<file path="src/rtl/muldiv_pkg.sv">
// Shared definitions for the Hi/Lo multiply/divide sequencer: FSM states,
// operation codes and the default watchdog length.
package muldiv_pkg;

    typedef enum logic [1:0] {
        IDLE  = 2'd0,
        START = 2'd1,
        WAIT  = 2'd2,
        WRITE = 2'd3
    } state_t;

    localparam logic OP_MULT = 1'b0;
    localparam logic OP_DIV  = 1'b1;

    localparam int DEFAULT_TIMEOUT = 40;

endpackage

</file>
<file path="src/rtl/muldiv_if.sv">
// Handshake bundle between the sequencer (master) and the external
// multiplier/divider units (slave).
interface muldiv_if;

    logic        div_start;
    logic        div_end;
    logic        div_zero;
    logic [31:0] div_hi;
    logic [31:0] div_lo;

    logic        mult_start;
    logic        mult_end;
    logic [31:0] mult_hi;
    logic [31:0] mult_lo;

    modport master (
        output div_start, mult_start,
        input  div_end, div_zero, div_hi, div_lo,
        input  mult_end, mult_hi, mult_lo
    );

    modport slave (
        input  div_start, mult_start,
        output div_end, div_zero, div_hi, div_lo,
        output mult_end, mult_hi, mult_lo
    );

endinterface

</file>
<file path="src/rtl/muldiv_watchdog.sv">
// Down-counter that bounds how long the sequencer waits for a unit; only
// instantiated when MULDIV_TIMEOUT_EN is defined.
module muldiv_watchdog
    import muldiv_pkg::*;
#(
    parameter int TIMEOUT = DEFAULT_TIMEOUT
) (
    input  logic clk,
    input  logic reset,
    input  logic load,
    input  logic count_en,
    output logic expired
);

    localparam int W = $clog2(TIMEOUT + 1);

    logic [W-1:0] count_q, count_d;

    always_comb begin
        count_d = count_q;
        if (load) begin
            count_d = W'(TIMEOUT);
        end else if (count_en && count_q != '0) begin
            count_d = count_q - W'(1);
        end
    end

    always_ff @(posedge clk) begin
        if (reset) begin
            count_q <= '0;
        end else begin
            count_q <= count_d;
        end
    end

    // Fires during the last waiting cycle, i.e. the one that would reach zero.
    assign expired = count_en && (count_q == W'(1));

endmodule

</file>
<file path="src/rtl/muldiv_seq.sv">
// Sequencer for the architectural Hi/Lo registers: launches the external
// multiplier or divider and commits its result. MULDIV_TIMEOUT_EN adds a wait watchdog.
module muldiv_seq
    import muldiv_pkg::*;
#(
    parameter int TIMEOUT = DEFAULT_TIMEOUT
) (
    input  logic        clk,
    input  logic        reset,
    input  logic        op_req,
    input  logic        op_sel,
    input  logic        mt_we,
    input  logic        mt_sel,
    input  logic [31:0] mt_data,
    muldiv_if.master    unit,
    output logic [31:0] hi_out,
    output logic [31:0] lo_out,
    output logic        busy,
    output logic        done,
    output logic        div_zero_exc,
    output logic        timeout_exc
);

    state_t      state_q, state_d;
    logic        op_q, op_d;
    logic [31:0] hold_hi_q, hold_hi_d;
    logic [31:0] hold_lo_q, hold_lo_d;
    logic [31:0] hi_q, hi_d;
    logic [31:0] lo_q, lo_d;
    logic        busy_q, busy_d;
    logic        done_q, done_d;
    logic        div_start_q, div_start_d;
    logic        mult_start_q, mult_start_d;
    logic        div_zero_exc_q, div_zero_exc_d;
    logic        sel_end;

`ifdef MULDIV_TIMEOUT_EN
    logic timeout_hit;
    logic timeout_exc_q, timeout_exc_d;

    muldiv_watchdog #(
        .TIMEOUT (TIMEOUT)
    ) u_watchdog (
        .clk      (clk),
        .reset    (reset),
        .load     (state_q == START),
        .count_en (state_q == WAIT),
        .expired  (timeout_hit)
    );
`else
    logic unused_timeout;
    assign unused_timeout = ^TIMEOUT;
`endif

    always_comb begin
        state_d        = state_q;
        op_d           = op_q;
        hold_hi_d      = hold_hi_q;
        hold_lo_d      = hold_lo_q;
        hi_d           = hi_q;
        lo_d           = lo_q;
        div_start_d    = 1'b0;
        mult_start_d   = 1'b0;
        done_d         = 1'b0;
        div_zero_exc_d = 1'b0;
`ifdef MULDIV_TIMEOUT_EN
        timeout_exc_d  = 1'b0;
`endif
        sel_end = (op_q == OP_DIV) ? unit.div_end : unit.mult_end;

        case (state_q)
            IDLE: begin
                // A request takes precedence over a coincident MTHI/MTLO write.
                if (op_req) begin
                    op_d         = op_sel;
                    state_d      = START;
                    div_start_d  = (op_sel == OP_DIV);
                    mult_start_d = (op_sel == OP_MULT);
                end else if (mt_we) begin
                    if (mt_sel) lo_d = mt_data;
                    else        hi_d = mt_data;
                end
            end
            START: state_d = WAIT;
            WAIT: begin
                if (op_q == OP_DIV && unit.div_zero) begin
                    div_zero_exc_d = 1'b1;
                    state_d        = IDLE;
                end else if (sel_end) begin
                    hold_hi_d = (op_q == OP_DIV) ? unit.div_hi : unit.mult_hi;
                    hold_lo_d = (op_q == OP_DIV) ? unit.div_lo : unit.mult_lo;
                    state_d   = WRITE;
                end
`ifdef MULDIV_TIMEOUT_EN
                else if (timeout_hit) begin
                    timeout_exc_d = 1'b1;
                    state_d       = IDLE;
                end
`endif
            end
            WRITE: begin
                hi_d    = hold_hi_q;
                lo_d    = hold_lo_q;
                done_d  = 1'b1;
                state_d = IDLE;
            end
            default: state_d = IDLE;
        endcase

        busy_d = (state_d != IDLE);
    end

    always_ff @(posedge clk) begin
        if (reset) begin
            state_q        <= IDLE;
            op_q           <= OP_MULT;
            hold_hi_q      <= '0;
            hold_lo_q      <= '0;
            hi_q           <= '0;
            lo_q           <= '0;
            busy_q         <= 1'b0;
            done_q         <= 1'b0;
            div_start_q    <= 1'b0;
            mult_start_q   <= 1'b0;
            div_zero_exc_q <= 1'b0;
        end else begin
            state_q        <= state_d;
            op_q           <= op_d;
            hold_hi_q      <= hold_hi_d;
            hold_lo_q      <= hold_lo_d;
            hi_q           <= hi_d;
            lo_q           <= lo_d;
            busy_q         <= busy_d;
            done_q         <= done_d;
            div_start_q    <= div_start_d;
            mult_start_q   <= mult_start_d;
            div_zero_exc_q <= div_zero_exc_d;
        end
    end

`ifdef MULDIV_TIMEOUT_EN
    always_ff @(posedge clk) begin
        if (reset) timeout_exc_q <= 1'b0;
        else       timeout_exc_q <= timeout_exc_d;
    end
    assign timeout_exc = timeout_exc_q;
`else
    assign timeout_exc = 1'b0;
`endif

    assign hi_out          = hi_q;
    assign lo_out          = lo_q;
    assign busy            = busy_q;
    assign done            = done_q;
    assign div_zero_exc    = div_zero_exc_q;
    assign unit.div_start  = div_start_q;
    assign unit.mult_start = mult_start_q;

endmodule

</file>
<file path="src/flat_wrapper.sv">
// flat-port wrapper written by rule: the top's interface ports become plain ports
module muldiv_seq_flat import muldiv_pkg::*;
#(
    parameter int TIMEOUT = DEFAULT_TIMEOUT
)
  (clk, reset, op_req, op_sel, mt_we, mt_sel, mt_data, hi_out, lo_out, busy, done, div_zero_exc, timeout_exc, unit_div_start, unit_mult_start, unit_div_end, unit_div_zero, unit_div_hi, unit_div_lo, unit_mult_end, unit_mult_hi, unit_mult_lo);
  muldiv_if unit_i ();
  input  logic clk;
  input  logic reset;
  input  logic op_req;
  input  logic op_sel;
  input  logic mt_we;
  input  logic mt_sel;
  input  logic [31:0] mt_data;
  output logic [31:0] hi_out;
  output logic [31:0] lo_out;
  output logic busy;
  output logic done;
  output logic div_zero_exc;
  output logic timeout_exc;
  output wire logic [$bits(unit_i.div_start)-1:0] unit_div_start;
  output wire logic [$bits(unit_i.mult_start)-1:0] unit_mult_start;
  input wire logic [$bits(unit_i.div_end)-1:0] unit_div_end;
  input wire logic [$bits(unit_i.div_zero)-1:0] unit_div_zero;
  input wire logic [$bits(unit_i.div_hi)-1:0] unit_div_hi;
  input wire logic [$bits(unit_i.div_lo)-1:0] unit_div_lo;
  input wire logic [$bits(unit_i.mult_end)-1:0] unit_mult_end;
  input wire logic [$bits(unit_i.mult_hi)-1:0] unit_mult_hi;
  input wire logic [$bits(unit_i.mult_lo)-1:0] unit_mult_lo;
  assign unit_div_start = unit_i.div_start;
  assign unit_mult_start = unit_i.mult_start;
  assign unit_i.div_end = unit_div_end;
  assign unit_i.div_zero = unit_div_zero;
  assign unit_i.div_hi = unit_div_hi;
  assign unit_i.div_lo = unit_div_lo;
  assign unit_i.mult_end = unit_mult_end;
  assign unit_i.mult_hi = unit_mult_hi;
  assign unit_i.mult_lo = unit_mult_lo;
  muldiv_seq #(.TIMEOUT(TIMEOUT)) u_core (.clk(clk), .reset(reset), .op_req(op_req), .op_sel(op_sel), .mt_we(mt_we), .mt_sel(mt_sel), .mt_data(mt_data), .unit(unit_i), .hi_out(hi_out), .lo_out(lo_out), .busy(busy), .done(done), .div_zero_exc(div_zero_exc), .timeout_exc(timeout_exc));
endmodule
</file>
<file path="config.mk">
export PLATFORM = sky130hd
export DESIGN_NAME = muldiv_seq_flat
export DESIGN_NICKNAME = d
export VERILOG_FILES = /design/src/rtl/muldiv_pkg.sv /design/src/rtl/muldiv_if.sv /design/src/rtl/muldiv_watchdog.sv /design/src/rtl/muldiv_seq.sv /design/src/flat_wrapper.sv
export SDC_FILE = /design/constraint.sdc
export NUM_CORES = 1
export LEC_CHECK = 0
export ABC_AREA = 1
export ABC_CLOCK_PERIOD_IN_PS = 1700
export CAP_MARGIN = 10
export CORE_AREA = 5 5 130 132
export DETAILED_ROUTE_END_ITERATION = 10
export DIE_AREA = 0 0 135 137
export PLACE_DENSITY = 0.78
export REMOVE_ABC_BUFFERS = 1
export SETUP_SLACK_MARGIN = 0.1
export SLEW_MARGIN = 30
export SYNTH_ARGS = -nofsm -noshare
export SYNTH_HDL_FRONTEND = slang
export SYNTH_HIERARCHICAL = 1
export SYNTH_SLANG_ARGS = --single-unit
export TNS_END_PERCENT = 100
</file>
<file path="constraint.sdc">
create_clock -name clk -period 1.7 [get_ports clk]
set_clock_uncertainty 0.1 [all_clocks]
set_input_delay 0.17 -clock clk [delete_from_list [all_inputs] [get_ports clk]]
set_output_delay 0.17 -clock clk [all_outputs]
set_load 0.01 [all_outputs]
</file>
==> results.cfg <==
[run_status]
outcome = finished, final reports clean

[detailed_routing]
detail_route.drc_violations = 0
drtPass1Iterations = 5
routed_via_density = 4.72
first_iter_violations = 418
routedWlPerCell_um = 13.2
routed_wl_um = 20400
dr_total_vias = 7313
drtAntennaViolNets = 0

[timing]
hold_violations = 0
final_setup_slack_of_the_worst_path_ns = 0.144
max_freq_mhz = 643
slew-limit-headroom_pct = 62.5
whs_ns = 0.204
worst_slew_pin_slew_ns = 0.562
final.min_clock_period_ns = 1.56
min_period_over_period_pct = 91.5
setup_viol_count_final = 0
slew_viol_final = 0
grt_setup_unrepaired = no

[worst_hold_path]
cell_depth_of_the_worst_min_delay_path = 2
worstHoldPathType = in2reg
worstHoldStart = op_sel
worst_hold_path_ep = u_core/unit.mult_start

[setup_path]
crit_type = reg2out
end_kind = output port
timing.rr.start = u_core/state_q[1]
timing.critical_path.fanout_max = 2
critical_path.startpoint_type = flip-flop
cp.arrival_ns = 1.29
reg2regPathDepth = 6
timing.critical_path.cells = clkdlybuf4s50_1
r2r_slack_ns = 0.24
crit_slowest_cell = clkdlybuf4s50_1
critPathBufInv = 1
required_ns = 1.43
worst_path_largest_cell_delay_ns = 0.55
crit-reg2reg-capture = u_core/hold_hi_q[22]
timing.critical_path.from = u_core/hi_out[27]
path_delay_family = buffers and inverters

[power_and_ir_drop]
leakagePower_nw = 5.25
vdd_ir_drop_max_uv = 718
power.density_cell_area_nw_per_um2 = 972

[grt]
number_of_antenna_violations_at_the_first_check_in_global_routing = 0
grt_pass1_vias = 6857
global_route_wire_length_before_repair_um = 32700
maximum_number_of_pins_on_one_net_before_global_route_repair = 62
grt_remaining_overflow = 0
grt.total_usage_pct = 22.1

[floorplan]
fp.dieW_um = 135
core.rowCount = 46
floorplan_die_area_um2 = 18500
floorplan.core_area_um2 = 15600
starting_density_of_the_core_pct = 43.8
io_pins = 239
vert_die_dim_um = 137

[yosys]
synth_largest_type_area_fraction_pct = 39.8
synthTopCellsByArea = dfxtp_1 40%, nand2_1 24%, nor2_1 13%
ys_types = 21
syn_area_per_cell_um2 = 6.12
syn_inst = 1116
syn-cell-area_um2 = 6830
ys_warn_count = 6
yosysSeqAreaShare_pct = 39.8
postSynthRegisterBits = 136
synth_area_leader_cell = dfxtp_1

[clock_tree]
clock_tree_from_tritoncts = done
clock_tree.htree_level_count = 4
clkSlewWorstSetupHoldPaths_ns = 0.06
cts-root-to-sink-buffers = 2
worstSkewPairLatency_ns = 0.41
ctsHoldBuffers = 0
clock-root-buffer = clkbuf_16
tritoncts_num_sinks = 136
tritoncts.num_buffers = 17

[cells_and_area]
antennaDiodeCount = 0
drive_gt1_share_pct = 5.17
nNetsFinal = 1491
fin_util_pct = 64.0
area_growth_pct = 46.0

[job]
drv_cap = 0

[place]
buffer_ports.inserted = 237
hpwl_um = 14400
place_ws_ns = -0.0514
gp_congestion = 0.814
power breakdown:
part | internal [mW] | total [mW] | switching, mW
clock | 2.15 | 3.47 | 1.32
sequential | 3.53 | 3.70 | 0.167
combinational | 1.20 | 2.53 | 1.33
total | 6.88 | 9.70 | 2.82
layout by cell type, fill, tap and decap left out:
master           netlist  layout
nand2_1              428     426
nor2_1               232     232
clkdlybuf4s50_1        0     190
dfxtp_1              136     133
inv_1                 71      70
nand3_1               65      65
o21ai_0               53      53
dlymetal6s2s_1         0      35
a21oi_1               32      32
clkbuf_16              0      17
buf_4                  3      15
dlygate4sd2_1          0      12
o21ai_1               12      12
buf_12                 0      11
clkinv_2               0       6
clkbuf_8               0       4
nand2_2                2       4
inv_2                  3       3
clkbuf_1              15       2
dfxtp_4                0       2
bufinv_16              0       1
clkinvlp_4             0       1
clkinv_4               0       1
nand2_4                1       1
nor2_4                 1       1
nand3_4                1       1
nor3_1                 1       1
o22ai_1                1       1
conb_1                 1       1
dfxtp_2                0       1
layer usage:
| metal | GRT usage [%] | vias up | wire length, µm |
|---|---|---|---|
| met5 | 0 | - | 0 |
| met4 | 8.68 | 0 | 492 |
| met3 | 5.66 | 34 | 1350 |
| met2 | 39.3 | 236 | 10100 |
| met1 | 25.3 | 3232 | 8490 |
| li1 | - | 3811 | - |
cell families (layout without fill, tap and decap cells):
group           Yosys count  count (layout)  share of synthesized area, %
flops                   136             136                          39.8
simple gates            731             731                          41.9
other cells               1               1                        0.0549
compound gates           98              98                          7.20
buf+inv                 150             368                          11.1
how the worst max path moves through the flow:
| stage | depth (start not counted) | slack [ns] | to |
|---|---|---|---|
| global route | 1 | 0.10 | lo_out[14] |
| floorplan | 5 | -1.89 | u_core/busy |
| global placement | 7 | 0.03 | u_core/hold_hi_q[15] |
| detailed placement | 7 | -0.05 | u_core/hold_hi_q[15] |
| finish | 1 | 0.14 | hi_out[27] |
| CTS | 1 | 0.10 | lo_out[21] |
layout make-up:
cell class	count	area, µm²
inverters	74	279
repair buffers	263	2780
flip-flops and latches	136	2730
clock inverters	8	71.3
multi-input cells	830	3360
well taps	216	270
clock buffers	23	488
fillers	1428	5620
synthesized netlist by cell type:
cell type / count
inv_1: 71
nand3_4: 1
buf_2: 37
o22ai_1: 1
clkbuf_1: 15
nand2_4: 1
buf_6: 18
nor2_4: 1
conb_1: 1
buf_1: 3
buf_4: 3
a21oi_1: 32
inv_2: 3
nor3_1: 1
o21ai_1: 12
nor2_1: 232
nand3_1: 65
nand2_2: 2
dfxtp_1: 136
nand2_1: 428
o21ai_0: 53
metrics by stage:
step / total power [mW] / cell area, µm² / instances / TNS [ns]
detailed placement: 6.36 / 9340 / 1519 / -0.111
CTS: 9.82 / 9890 / 1550 / 0
finish: 9.70 / 9980 / 1550 / 0
floorplan: 4.98 / 6360 / 1040 / -206.80
global route: 10.3 / 9980 / 1550 / 0
global placement: 6.31 / 9340 / 1519 / 0
registers in the layout, summed over array words and instances, names as in the netlist:
| name | count |
|---|---|
| u_core/busy | 1 |
| u_core/div_zero_exc | 1 |
| u_core/done | 1 |
| u_core/hi_out | 32 |
| u_core/hold_hi_q | 32 |
| u_core/hold_lo_q | 32 |
| u_core/lo_out | 32 |
| u_core/op_q | 1 |
| u_core/state_q | 2 |
| u_core/unit.div_start | 1 |
| u_core/unit.mult_start | 1 |
repair_timing:
| item | 4_1_cts | 5_1_grt |
|---|---|---|
| resized for setup | 12 | 37 |
| buffers inserted | 0 | 0 |
| setup endpoints to repair | 12 | 53 |
Note: power is estimated with default switching activity, not from simulation.
